`config.mk`:
```
export PLATFORM = sky130hd
export DESIGN_NAME = window_sequencer_flat
export DESIGN_NICKNAME = d
export VERILOG_FILES = /design/src/rtl/window_sequencer_if.sv /design/src/rtl/window_sequencer.sv /design/src/flat_wrapper.sv
export SDC_FILE = /design/constraint.sdc
export NUM_CORES = 1
export LEC_CHECK = 0
export CAP_MARGIN = 10
export CORE_UTILIZATION = 57
export DETAILED_ROUTE_END_ITERATION = 10
export DONT_BUFFER_PORTS = 1
export PLACE_DENSITY = 0.86
export SYNTH_ARGS = -nofsm -noshare
export SYNTH_HDL_FRONTEND = slang
export SYNTH_SLANG_ARGS = --single-unit
```
`constraint.sdc`:
```
create_clock -name clock -period 2.2 [get_ports clock]
set_input_delay 0.66 -clock clock [delete_from_list [all_inputs] [get_ports clock]]
set_output_delay 0.66 -clock clock [all_outputs]
set_load 0.03 [all_outputs]
```
`src/rtl/window_sequencer_if.sv`:
```
`default_nettype none
// ============================================================================
// Module      : window_sequencer_if
// Description : Handshake/control bundle between the pixel source (master)
//               and the 5x5 window sequencer (slave).
// Revision    : 1.0 - initial release
// ============================================================================
interface window_sequencer_if #(
  parameter int XW = 9,
  parameter int YW = 9
) ();
  logic          sof;
  logic          validin;
  logic [4:0]    asel;
  logic [2:0]    hsel;
  logic          flush_en;
  logic          win_valid;
  logic [XW-1:0] cx;
  logic [YW-1:0] cy;
  logic          border;
  logic          frame_done;
  logic          overrun;

  // Pixel source side: drives the stream, observes the sequencer status.
  modport master (
    output sof, validin,
    input  asel, hsel, flush_en, win_valid, cx, cy, border, frame_done, overrun
  );

  // Sequencer side.
  modport slave (
    input  sof, validin,
    output asel, hsel, flush_en, win_valid, cx, cy, border, frame_done, overrun
  );
endinterface
`default_nettype wire

```
`src/rtl/window_sequencer.sv`:
```
`default_nettype none
// ============================================================================
// Module      : window_sequencer
// Description : Control block for the 5x5 sliding-window datapath. Tracks the
//               input raster, rotates the line-array write select and row-mux
//               index, runs the prime/run/flush frame sequence and emits the
//               window centre coordinates.
//               Optional feature macro: BORDER_FLAG_EN (border flag compare).
// Revision    : 1.0 - initial release
// ============================================================================
module window_sequencer #(
  parameter int WIDTH  = 420,
  parameter int HEIGHT = 240,
  parameter int XW     = 9,
  parameter int YW     = 9
) (
  input  logic              clock,
  input  logic              reset,
  window_sequencer_if.slave bus
);

  // Two full rows plus two pixels must be buffered before the first window
  // centre has its lower-right neighbour; the flush replays the same depth.
  localparam int               c_FILL      = 2 * WIDTH + 2;
  localparam int               c_CW        = $clog2(c_FILL);
  localparam logic [c_CW-1:0]  c_FILL_LAST = c_CW'(c_FILL - 1);
  localparam logic [XW-1:0]    c_X_LAST    = XW'(WIDTH - 1);
  localparam logic [YW-1:0]    c_Y_LAST    = YW'(HEIGHT - 1);
  localparam logic [4:0]       c_ASEL_RST  = 5'b00100;
  localparam logic [2:0]       c_HSEL_RST  = 3'd2;
  localparam logic [2:0]       c_HSEL_LAST = 3'd4;

  typedef enum logic [1:0] {
    S_IDLE  = 2'd0,
    S_PRIME = 2'd1,
    S_RUN   = 2'd2,
    S_FLUSH = 2'd3
  } state_t;

  state_t           r_state;
  state_t           w_state_next;

  logic [XW-1:0]    r_x;
  logic [YW-1:0]    r_y;
  logic [c_CW-1:0]  r_cnt;
  logic [4:0]       r_asel;
  logic [2:0]       r_hsel;
  logic [XW-1:0]    r_cx;
  logic [YW-1:0]    r_cy;
  logic             r_win_valid;
  logic             r_border;
  logic             r_frame_done;
  logic             r_overrun;

  logic             w_sof;
  logic             w_restart;
  logic             w_beat;
  logic             w_win;
  logic             w_fill_done;
  logic             w_run_done;
  logic             w_frame_end;
  logic             w_overrun_set;
  logic             w_x_wrap;
  logic [XW-1:0]    w_cx_next;
  logic [YW-1:0]    w_cy_next;
  logic             w_border_next;

  assign w_sof    = bus.validin & bus.sof;
  assign w_x_wrap = (r_x == c_X_LAST);

  // State register.
  always_ff @(posedge clock or posedge reset) begin
    if (reset) begin
      r_state <= S_IDLE;
    end else begin
      r_state <= w_state_next;
    end
  end

  // Next state, beat qualification and frame events.
  always_comb begin
    w_state_next  = r_state;
    w_restart     = 1'b0;
    w_beat        = 1'b0;
    w_win         = 1'b0;
    w_fill_done   = 1'b0;
    w_run_done    = 1'b0;
    w_frame_end   = 1'b0;
    w_overrun_set = 1'b0;
    case (r_state)
      S_IDLE: begin
        // validin without sof is not part of any frame and is dropped.
        if (w_sof) begin
          w_restart    = 1'b1;
          w_state_next = S_PRIME;
        end
      end
      S_PRIME: begin
        if (w_sof) begin
          w_restart     = 1'b1;
          w_overrun_set = 1'b1;
          w_state_next  = S_PRIME;
        end else if (bus.validin) begin
          w_beat = 1'b1;
          if (r_cnt == c_FILL_LAST) begin
            w_fill_done  = 1'b1;
            w_state_next = S_RUN;
          end
        end
      end
      S_RUN: begin
        if (w_sof) begin
          w_restart     = 1'b1;
          w_overrun_set = 1'b1;
          w_state_next  = S_PRIME;
        end else if (bus.validin) begin
          w_beat = 1'b1;
          w_win  = 1'b1;
          if (w_x_wrap && (r_y == c_Y_LAST)) begin
            w_run_done   = 1'b1;
            w_state_next = S_FLUSH;
          end
        end
      end
      S_FLUSH: begin
        // Every flush cycle is a synthetic zero-pixel beat; real input here
        // cannot be absorbed and is reported as overrun.
        w_beat        = 1'b1;
        w_win         = 1'b1;
        w_overrun_set = bus.validin;
        if (r_cnt == c_FILL_LAST) begin
          w_frame_end  = 1'b1;
          w_state_next = S_IDLE;
        end
      end
      default: begin
        w_state_next = S_IDLE;
      end
    endcase
  end

  // Raster position, line-array rotation and prime/flush depth counter.
  always_ff @(posedge clock or posedge reset) begin
    if (reset) begin
      r_x    <= '0;
      r_y    <= '0;
      r_cnt  <= '0;
      r_asel <= c_ASEL_RST;
      r_hsel <= c_HSEL_RST;
    end else if (w_restart) begin
      // The sof pixel itself is beat (0,0): load the post-beat values.
      r_x    <= XW'(1);
      r_y    <= '0;
      r_cnt  <= c_CW'(1);
      r_asel <= c_ASEL_RST;
      r_hsel <= c_HSEL_RST;
    end else begin
      if (w_beat) begin
        if (w_x_wrap) begin
          r_x    <= '0;
          r_y    <= r_y + 1'b1;
          r_asel <= {r_asel[3:0], r_asel[4]};
          r_hsel <= (r_hsel == c_HSEL_LAST) ? 3'd0 : r_hsel + 3'd1;
        end else begin
          r_x    <= r_x + 1'b1;
        end
      end
      if (w_fill_done || w_run_done || w_frame_end) begin
        r_cnt <= '0;
      end else if (w_beat && (r_state != S_RUN)) begin
        r_cnt <= r_cnt + 1'b1;
      end
    end
  end

  // Window centre advances once per emitted window, raster order.
  always_comb begin
    w_cx_next = r_cx;
    w_cy_next = r_cy;
    if (w_restart) begin
      w_cx_next = '0;
      w_cy_next = '0;
    end else if (r_win_valid) begin
      if (r_cx == c_X_LAST) begin
        w_cx_next = '0;
        w_cy_next = r_cy + 1'b1;
      end else begin
        w_cx_next = r_cx + 1'b1;
      end
    end
  end

`ifdef BORDER_FLAG_EN
  localparam logic [XW-1:0] c_X_LO = XW'(2);
  localparam logic [XW-1:0] c_X_HI = XW'(WIDTH - 3);
  localparam logic [YW-1:0] c_Y_LO = YW'(2);
  localparam logic [YW-1:0] c_Y_HI = YW'(HEIGHT - 3);
  // A window reaches outside the image when its centre is within two
  // pixels of any edge.
  assign w_border_next = (w_cx_next < c_X_LO) | (w_cx_next > c_X_HI) |
                         (w_cy_next < c_Y_LO) | (w_cy_next > c_Y_HI);
`else
  assign w_border_next = 1'b0;
`endif

  // Registered window outputs and frame status.
  always_ff @(posedge clock or posedge reset) begin
    if (reset) begin
      r_cx         <= '0;
      r_cy         <= '0;
      r_win_valid  <= 1'b0;
      r_border     <= 1'b0;
      r_frame_done <= 1'b0;
      r_overrun    <= 1'b0;
    end else begin
      r_cx         <= w_cx_next;
      r_cy         <= w_cy_next;
      r_win_valid  <= w_win;
      r_border     <= w_border_next;
      r_frame_done <= w_frame_end;
      if (w_overrun_set) begin
        r_overrun <= 1'b1;
      end
    end
  end

  assign bus.asel       = r_asel;
  assign bus.hsel       = r_hsel;
  assign bus.flush_en   = (r_state == S_FLUSH);
  assign bus.win_valid  = r_win_valid;
  assign bus.cx         = r_cx;
  assign bus.cy         = r_cy;
  assign bus.border     = r_border;
  assign bus.frame_done = r_frame_done;
  assign bus.overrun    = r_overrun;

endmodule
`default_nettype wire

```
`src/flat_wrapper.sv`:
```
// flat-port wrapper written by rule: the top's interface ports become plain ports
module window_sequencer_flat 
#(
  parameter int WIDTH  = 420,
  parameter int HEIGHT = 240,
  parameter int XW     = 9,
  parameter int YW     = 9
)
  (clock, reset, bus_sof, bus_validin, bus_asel, bus_hsel, bus_flush_en, bus_win_valid, bus_cx, bus_cy, bus_border, bus_frame_done, bus_overrun);
  window_sequencer_if #(.XW(XW), .YW(YW)) bus_i ();
  input  logic clock;
  input  logic reset;
  input wire logic [$bits(bus_i.sof)-1:0] bus_sof;
  input wire logic [$bits(bus_i.validin)-1:0] bus_validin;
  output wire logic [$bits(bus_i.asel)-1:0] bus_asel;
  output wire logic [$bits(bus_i.hsel)-1:0] bus_hsel;
  output wire logic [$bits(bus_i.flush_en)-1:0] bus_flush_en;
  output wire logic [$bits(bus_i.win_valid)-1:0] bus_win_valid;
  output wire logic [$bits(bus_i.cx)-1:0] bus_cx;
  output wire logic [$bits(bus_i.cy)-1:0] bus_cy;
  output wire logic [$bits(bus_i.border)-1:0] bus_border;
  output wire logic [$bits(bus_i.frame_done)-1:0] bus_frame_done;
  output wire logic [$bits(bus_i.overrun)-1:0] bus_overrun;
  assign bus_i.sof = bus_sof;
  assign bus_i.validin = bus_validin;
  assign bus_asel = bus_i.asel;
  assign bus_hsel = bus_i.hsel;
  assign bus_flush_en = bus_i.flush_en;
  assign bus_win_valid = bus_i.win_valid;
  assign bus_cx = bus_i.cx;
  assign bus_cy = bus_i.cy;
  assign bus_border = bus_i.border;
  assign bus_frame_done = bus_i.frame_done;
  assign bus_overrun = bus_i.overrun;
  window_sequencer #(.WIDTH(WIDTH), .HEIGHT(HEIGHT), .XW(XW), .YW(YW)) u_core (.clock(clock), .reset(reset), .bus(bus_i));
endmodule
```
Word-level counts from Yosys, hierarchy flattened --
Cells that the tools add are included.
Storage, ports and cells: register bits 59, input port bits 4, output and inout bits 31
Cells by class: $add $sub $neg 6, eq/ne operators 15, multiplexer cells 47, bitwise gates (word level) 1, reduce and logical (&&, ||, !) cells 15
Operator list (count):
- 2-to-1 mux 9 bit | 12
- adder 9 x 1 -> 9 bit, second input constant | 4
- 2-to-1 mux 10 bit | 3
- == test 9 bit, second input constant | 2
- 2-to-1 mux 2 bit | 8
- 2-to-1 mux 5 bit | 3
- 2-to-1 mux 1 bit | 13
- 2-to-1 mux 3 bit | 4
- adder 10 x 1 -> 10 bit, second input constant | 1
- == test 10 bit, second input constant | 1
- == test 9 x 8 -> 1 bit, second input constant | 1
- one-hot mux 2 bit (4 select lines) | 1
- nonzero test 2 bit | 4
- inequality test 3 x 1 -> 1 bit, second input constant | 2
- inequality test 3 x 2 -> 1 bit, second input constant | 2
- one-hot mux 1 bit (2 select lines) | 3
- AND reduction 6 bit | 1
- == test 2 bit, second input constant | 2
- inequality test 2 x 1 -> 1 bit, second input constant | 2
- AND reduction 2 bit | 2
- adder 3 x 1 -> 3 bit, second input constant | 1
- == test 3 bit, second input constant | 1
- nonzero test 3 bit | 1
- OR reduction 3 bit | 1
- other kinds (7) | 9

Longest topological paths before layout --
word-level depth 10, gate-level depth with buffers 7, gate-level depth less buffers 7

Worst setup path before layout --
OpenSTA, ideal clock, no wires.
kind in2reg, from input port bus_validin, to register u_core.r_cnt[6], setup time 77 ps, arrival 2127 ps, setup slack -4 ps, stages 6, path through clkbuf_1 -> nand3b_1 -> a211oi_1 -> nand4_1 -> or3_1 -> a21oi_1
On the way: cells in the longest elaborated chain, start to end 7
Ends and longest elaborated chain:
- start: declaration | line flat_wrapper.sv:14 | input wire logic [$bits(bus_i.validin)-1:0] bus_validin;
- 2-to-1 mux 1 bit (tied with other cells) | line window_sequencer.sv:103 | end else if (bus.validin) begin
- 2-to-1 mux 1 bit (on tied branches) | line window_sequencer.sv:99, window_sequencer.sv:112
- 2-to-1 mux 1 bit | line window_sequencer.sv:90 | case (r_state)
- logical OR 1 bit (2 in a row) | line window_sequencer.sv:168 | if (w_fill_done || w_run_done || w_frame_end) begin
- 2-to-1 mux 10 bit | line window_sequencer.sv:168
- 2-to-1 mux 10 bit | line window_sequencer.sv:150 | end else if (w_restart) begin
- end signal: assignment | line window_sequencer.sv:154 | r_cnt <= c_CW'(1);
- end signal: assignment | line window_sequencer.sv:171 | r_cnt <= r_cnt + 1'b1;
- end: declaration | line window_sequencer.sv:45 | logic [c_CW-1:0] r_cnt;
Several ways; a longest one is shown, not always the timed one. A chain may end at the register's enable or synchronous reset.

Final worst setup path --
from register u_core.r_x[3], to register u_core.r_state[1]
On the way: cells in the longest elaborated chain, start to end 4
Ends and longest elaborated chain:
- start: declaration | line window_sequencer.sv:43 | logic [XW-1:0] r_x;
- start signal: assignment | line window_sequencer.sv:165 | r_x <= r_x + 1'b1;
- == test 9 bit | line window_sequencer.sv:69 | assign w_x_wrap = (r_x == c_X_LAST);
- logical AND 1 bit | line window_sequencer.sv:119 | if (w_x_wrap && (r_y == c_Y_LAST)) begin
- inequality test 3 x 1 -> 1 bit (no line)
- AND reduction 6 bit (no line)
- end signal: assignment | line window_sequencer.sv:76 | r_state <= w_state_next;
- end: declaration | line window_sequencer.sv:40 | state_t r_state;
No other way between the ends.

==> impl_metrics.env <==
export IMPL_status="finished with violations"
export IMPL_violations="setup timing"
export IMPL_clock_root_buffer="clkbuf_8"
export IMPL_cts_tree="done"
export IMPL_clkLatencyLatePin_ps=350
export IMPL_io_buffers=0
export IMPL_grt_use_total_pct=26.1
export IMPL_drt_pass1_iter_count=4
export IMPL_relSlewSlack_pct=62.3
export IMPL_synth_area_mm2=0.00312
export IMPL_fin_crit_sh_pct=100
export IMPL_synth_cell_types=49
export IMPL_finalNetCount=384
export IMPL_power_density_mw_per_mm2=1060
export IMPL_yosys_area_top_type_share_pct=45.8
export IMPL_ir_drop_uv=757
export IMPL_place_gp_congestion=0.897
export IMPL_setup_tns_ps=-8.95
export IMPL_final_common_cell="dfrtp_1"
export IMPL_grt_pass1_vias=2463
export IMPL_dp_hpwl_mm=4.80
export IMPL_clock_skew_ps=11.9
export IMPL_fin_crit_ps=2210
export IMPL_via_per_inst=5.94
export IMPL_maxCapViolations=0
export IMPL_clkTransAtPathRegs_ps=70
export IMPL_leakagePower_uw=0.00176
export IMPL_avgSynthCellArea_um2=9.42
export IMPL_grt_pass1_wl_mm=11.7
export IMPL_rsz0062_at_grt="yes"
export IMPL_cts_htree_levels=3
export IMPL_ys_seq_area_share_pct=47.5
export IMPL_synth_area_leaders="dfrtp_1 46%, xor2_1 5.9%, ha_1 5.2%"
export IMPL_drc_errors=0
export IMPL_async_flop_share_pct=100
export IMPL_critPathMaxFanout=4
export IMPL_finalPower_uw=3930
export IMPL_criticalPathCategory="flop to flop"
export IMPL_layout_common_cells="57 x dfrtp_1, 43 x nor2_1, 42 x nand2_1"
export IMPL_grt_max_degree=28
export IMPL_start_util_pct=60.3
export IMPL_antenna_cells=0
export IMPL_drt_initial_drc_count=183
export IMPL_dieWidth_um=75.9
export IMPL_via_count=2624
export IMPL_rows=26
export IMPL_pin_count=35
export IMPL_n_fill_cell=345
export IMPL_synth_cells=331
export IMPL_report_final_hold_viol_count=0
export IMPL_core_area_mm2=0.00517
export IMPL_cts_inserted_buffers=9
export IMPL_finalSetupViolations=1
export IMPL_syn_nets=348
export IMPL_cts_buffer_depth=2
export IMPL_overflow=0
export IMPL_fp_dieH_um=75.9
export IMPL_wirelength_mm=6.89
export IMPL_synth_seq_cells=59
export IMPL_yosysTopAreaCell="dfrtp_1"
export IMPL_slew_violations=0
export IMPL_crit_arrival_ps=2470
export IMPL_cp_data_required_time_ps=2460
export IMPL_setup_ws_ps=-8.95
export IMPL_detail_route_antenna_nets=0
export IMPL_endpoint_kind="flop"
export IMPL_syn2layout_area_growth_pct=19.3
export IMPL_cts_sinks=59
export IMPL_ys_flop_type="dfrtp_1"
export IMPL_worstMarginPinSlew_ps=564
export IMPL_die_area_mm2=0.00577
export IMPL_start_kind="flop"
export IMPL_fmax_mhz=453
export IMPL_synth_warnings=0
export IMPL_drive_gt1_share_pct=17.7
export IMPL_antenna_found_initial=0
export IMPL_synth_edf_count=0
export IMPL_wire_per_inst_um=15.6
export IMPL_min_path_type="input port to async pin"
export IMPL_place_ws_ps=-19.1
[power breakdown]
group / leakage (uW) / switching, uW / internal, uW
Clock: 0.000126 / 443 / 784
Combinational: 0.000840 / 675 / 457
Sequential: 0.000788 / 303 / 1270
Total: 0.00176 / 1420 / 2510
[final timing paths]
kind	start	to	slack, ps	depth (start not counted)
max	u_core.r_x[3]$_DFFE_PP0P_	u_core.r_state[1]$_DFFE_PP0P_	-9	5
min	reset	u_core.r_cnt[6]$_DFFE_PP0P_	240	1
min in group clock	bus_validin	u_core.bus.overrun$_DFFE_PP0P_	480	1
max reg2reg	u_core.r_x[3]$_DFFE_PP0P_	u_core.r_state[1]$_DFFE_PP0P_	-9	5
min reg2reg	u_core.r_y[1]$_DFFE_PP0P_	u_core.r_y[1]$_DFFE_PP0P_	510	2
max in group asynchronous	reset	u_core.bus.asel[2]$_DFFE_PP1P_	1350	2
[sequential cells by signal, summed over array words and instances (netlist names)]
| register | count |
|---|---|
| u_core.r_cnt | 10 |
| u_core.bus.cx | 9 |
| u_core.bus.cy | 9 |
| u_core.r_x | 9 |
| u_core.r_y | 9 |
| u_core.bus.asel | 5 |
| u_core.bus.hsel | 3 |
| u_core.r_state | 2 |
| u_core.bus.frame_done | 1 |
| u_core.bus.overrun | 1 |
| u_core.bus.win_valid | 1 |
[area by class of cell]
class,count,area (um2),area share (%)
multi-input combinational,247,1570,42.3
clock inverter,6,113,3.03
clock buffer,10,138,3.70
tap,70,87.6,2.36
sequential,59,1480,39.8
timing repair buffer,34,268,7.20
inverter,16,60.1,1.62
[layer usage]
| layer | track usage [%] | vias up | part of all wire (%) |
|---|---|---|---|
| met5 | 0 | - | 0 |
| met4 | 9.42 | 0 | 2.0 |
| met3 | 6.27 | 12 | 6.4 |
| met2 | 42.5 | 88 | 48 |
| met1 | 34.0 | 1291 | 43 |
| li1 | - | 1233 | - |
[critical path, cell delays in order (launching register included)]
cell	delay (ps)
dfrtp_1	380
or4b_4	560
or4_4	530
a32o_2	300
a21oi_2	150
mux2i_1	210
[through the flow]
step / util [%] / std cells / hold WS (ps) / instance area [um2]
2_1_floorplan: - / 331 / 466 / 3120
3_3_place_gp: 65.9 / 422 / 479 / 3410
3_5_place_dp: 65.9 / 422 / 489 / 3410
4_1_cts: 71.2 / 440 / 262 / 3680
5_1_grt: 71.9 / 442 / 285 / 3720
6_report: 71.9 / 442 / 242 / 3720
[Yosys cell counts (all sizes together), types with 2 or more instances]
master / count
nand3: 17
nor2: 43
nand3b: 2
o31ai: 2
dfstp: 2
inv: 16
nor3b: 2
nand4b: 3
ha: 13
o211ai: 2
buf: 4
or3: 4
o22ai: 3
xnor2: 9
a21o: 4
nand2: 42
nor4: 6
xor2: 21
nand4: 17
a211oi: 3
and3: 4
a21oi: 8
nand2b: 3
clkbuf: 5
dfrtp: 57
o21ai: 18
or4b: 2
nor3: 4
[what timing repair did]
item | CTS | global route
setup endpoints to repair | 2 | 15
hold buffers | 0 | 0
pin swaps | 3 | 7
setup buffers | 2 | 2
gates cloned | 0 | 0
gates resized for setup | 1 | 4
hold endpoints to repair | 0 | 0
[logic make-up (layout without fill, tap and decap cells)]
family | Yosys count | in the layout | share of synthesized area [%]
AO/OA/AOI/OAI | 46 | 46 | 9.71
XOR/XNOR | 30 | 30 | 8.43
adder cells (fa/ha/maj) | 13 | 13 | 5.22
buffers and inverters | 25 | 66 | 3.21
flip-flops | 59 | 59 | 47.5
multiplexers | 1 | 1 | 0.321
other | 1 | 1 | 0.120
AND/OR/NAND/NOR | 156 | 156 | 25.5
Note: power is estimated with default switching activity, not from simulation.
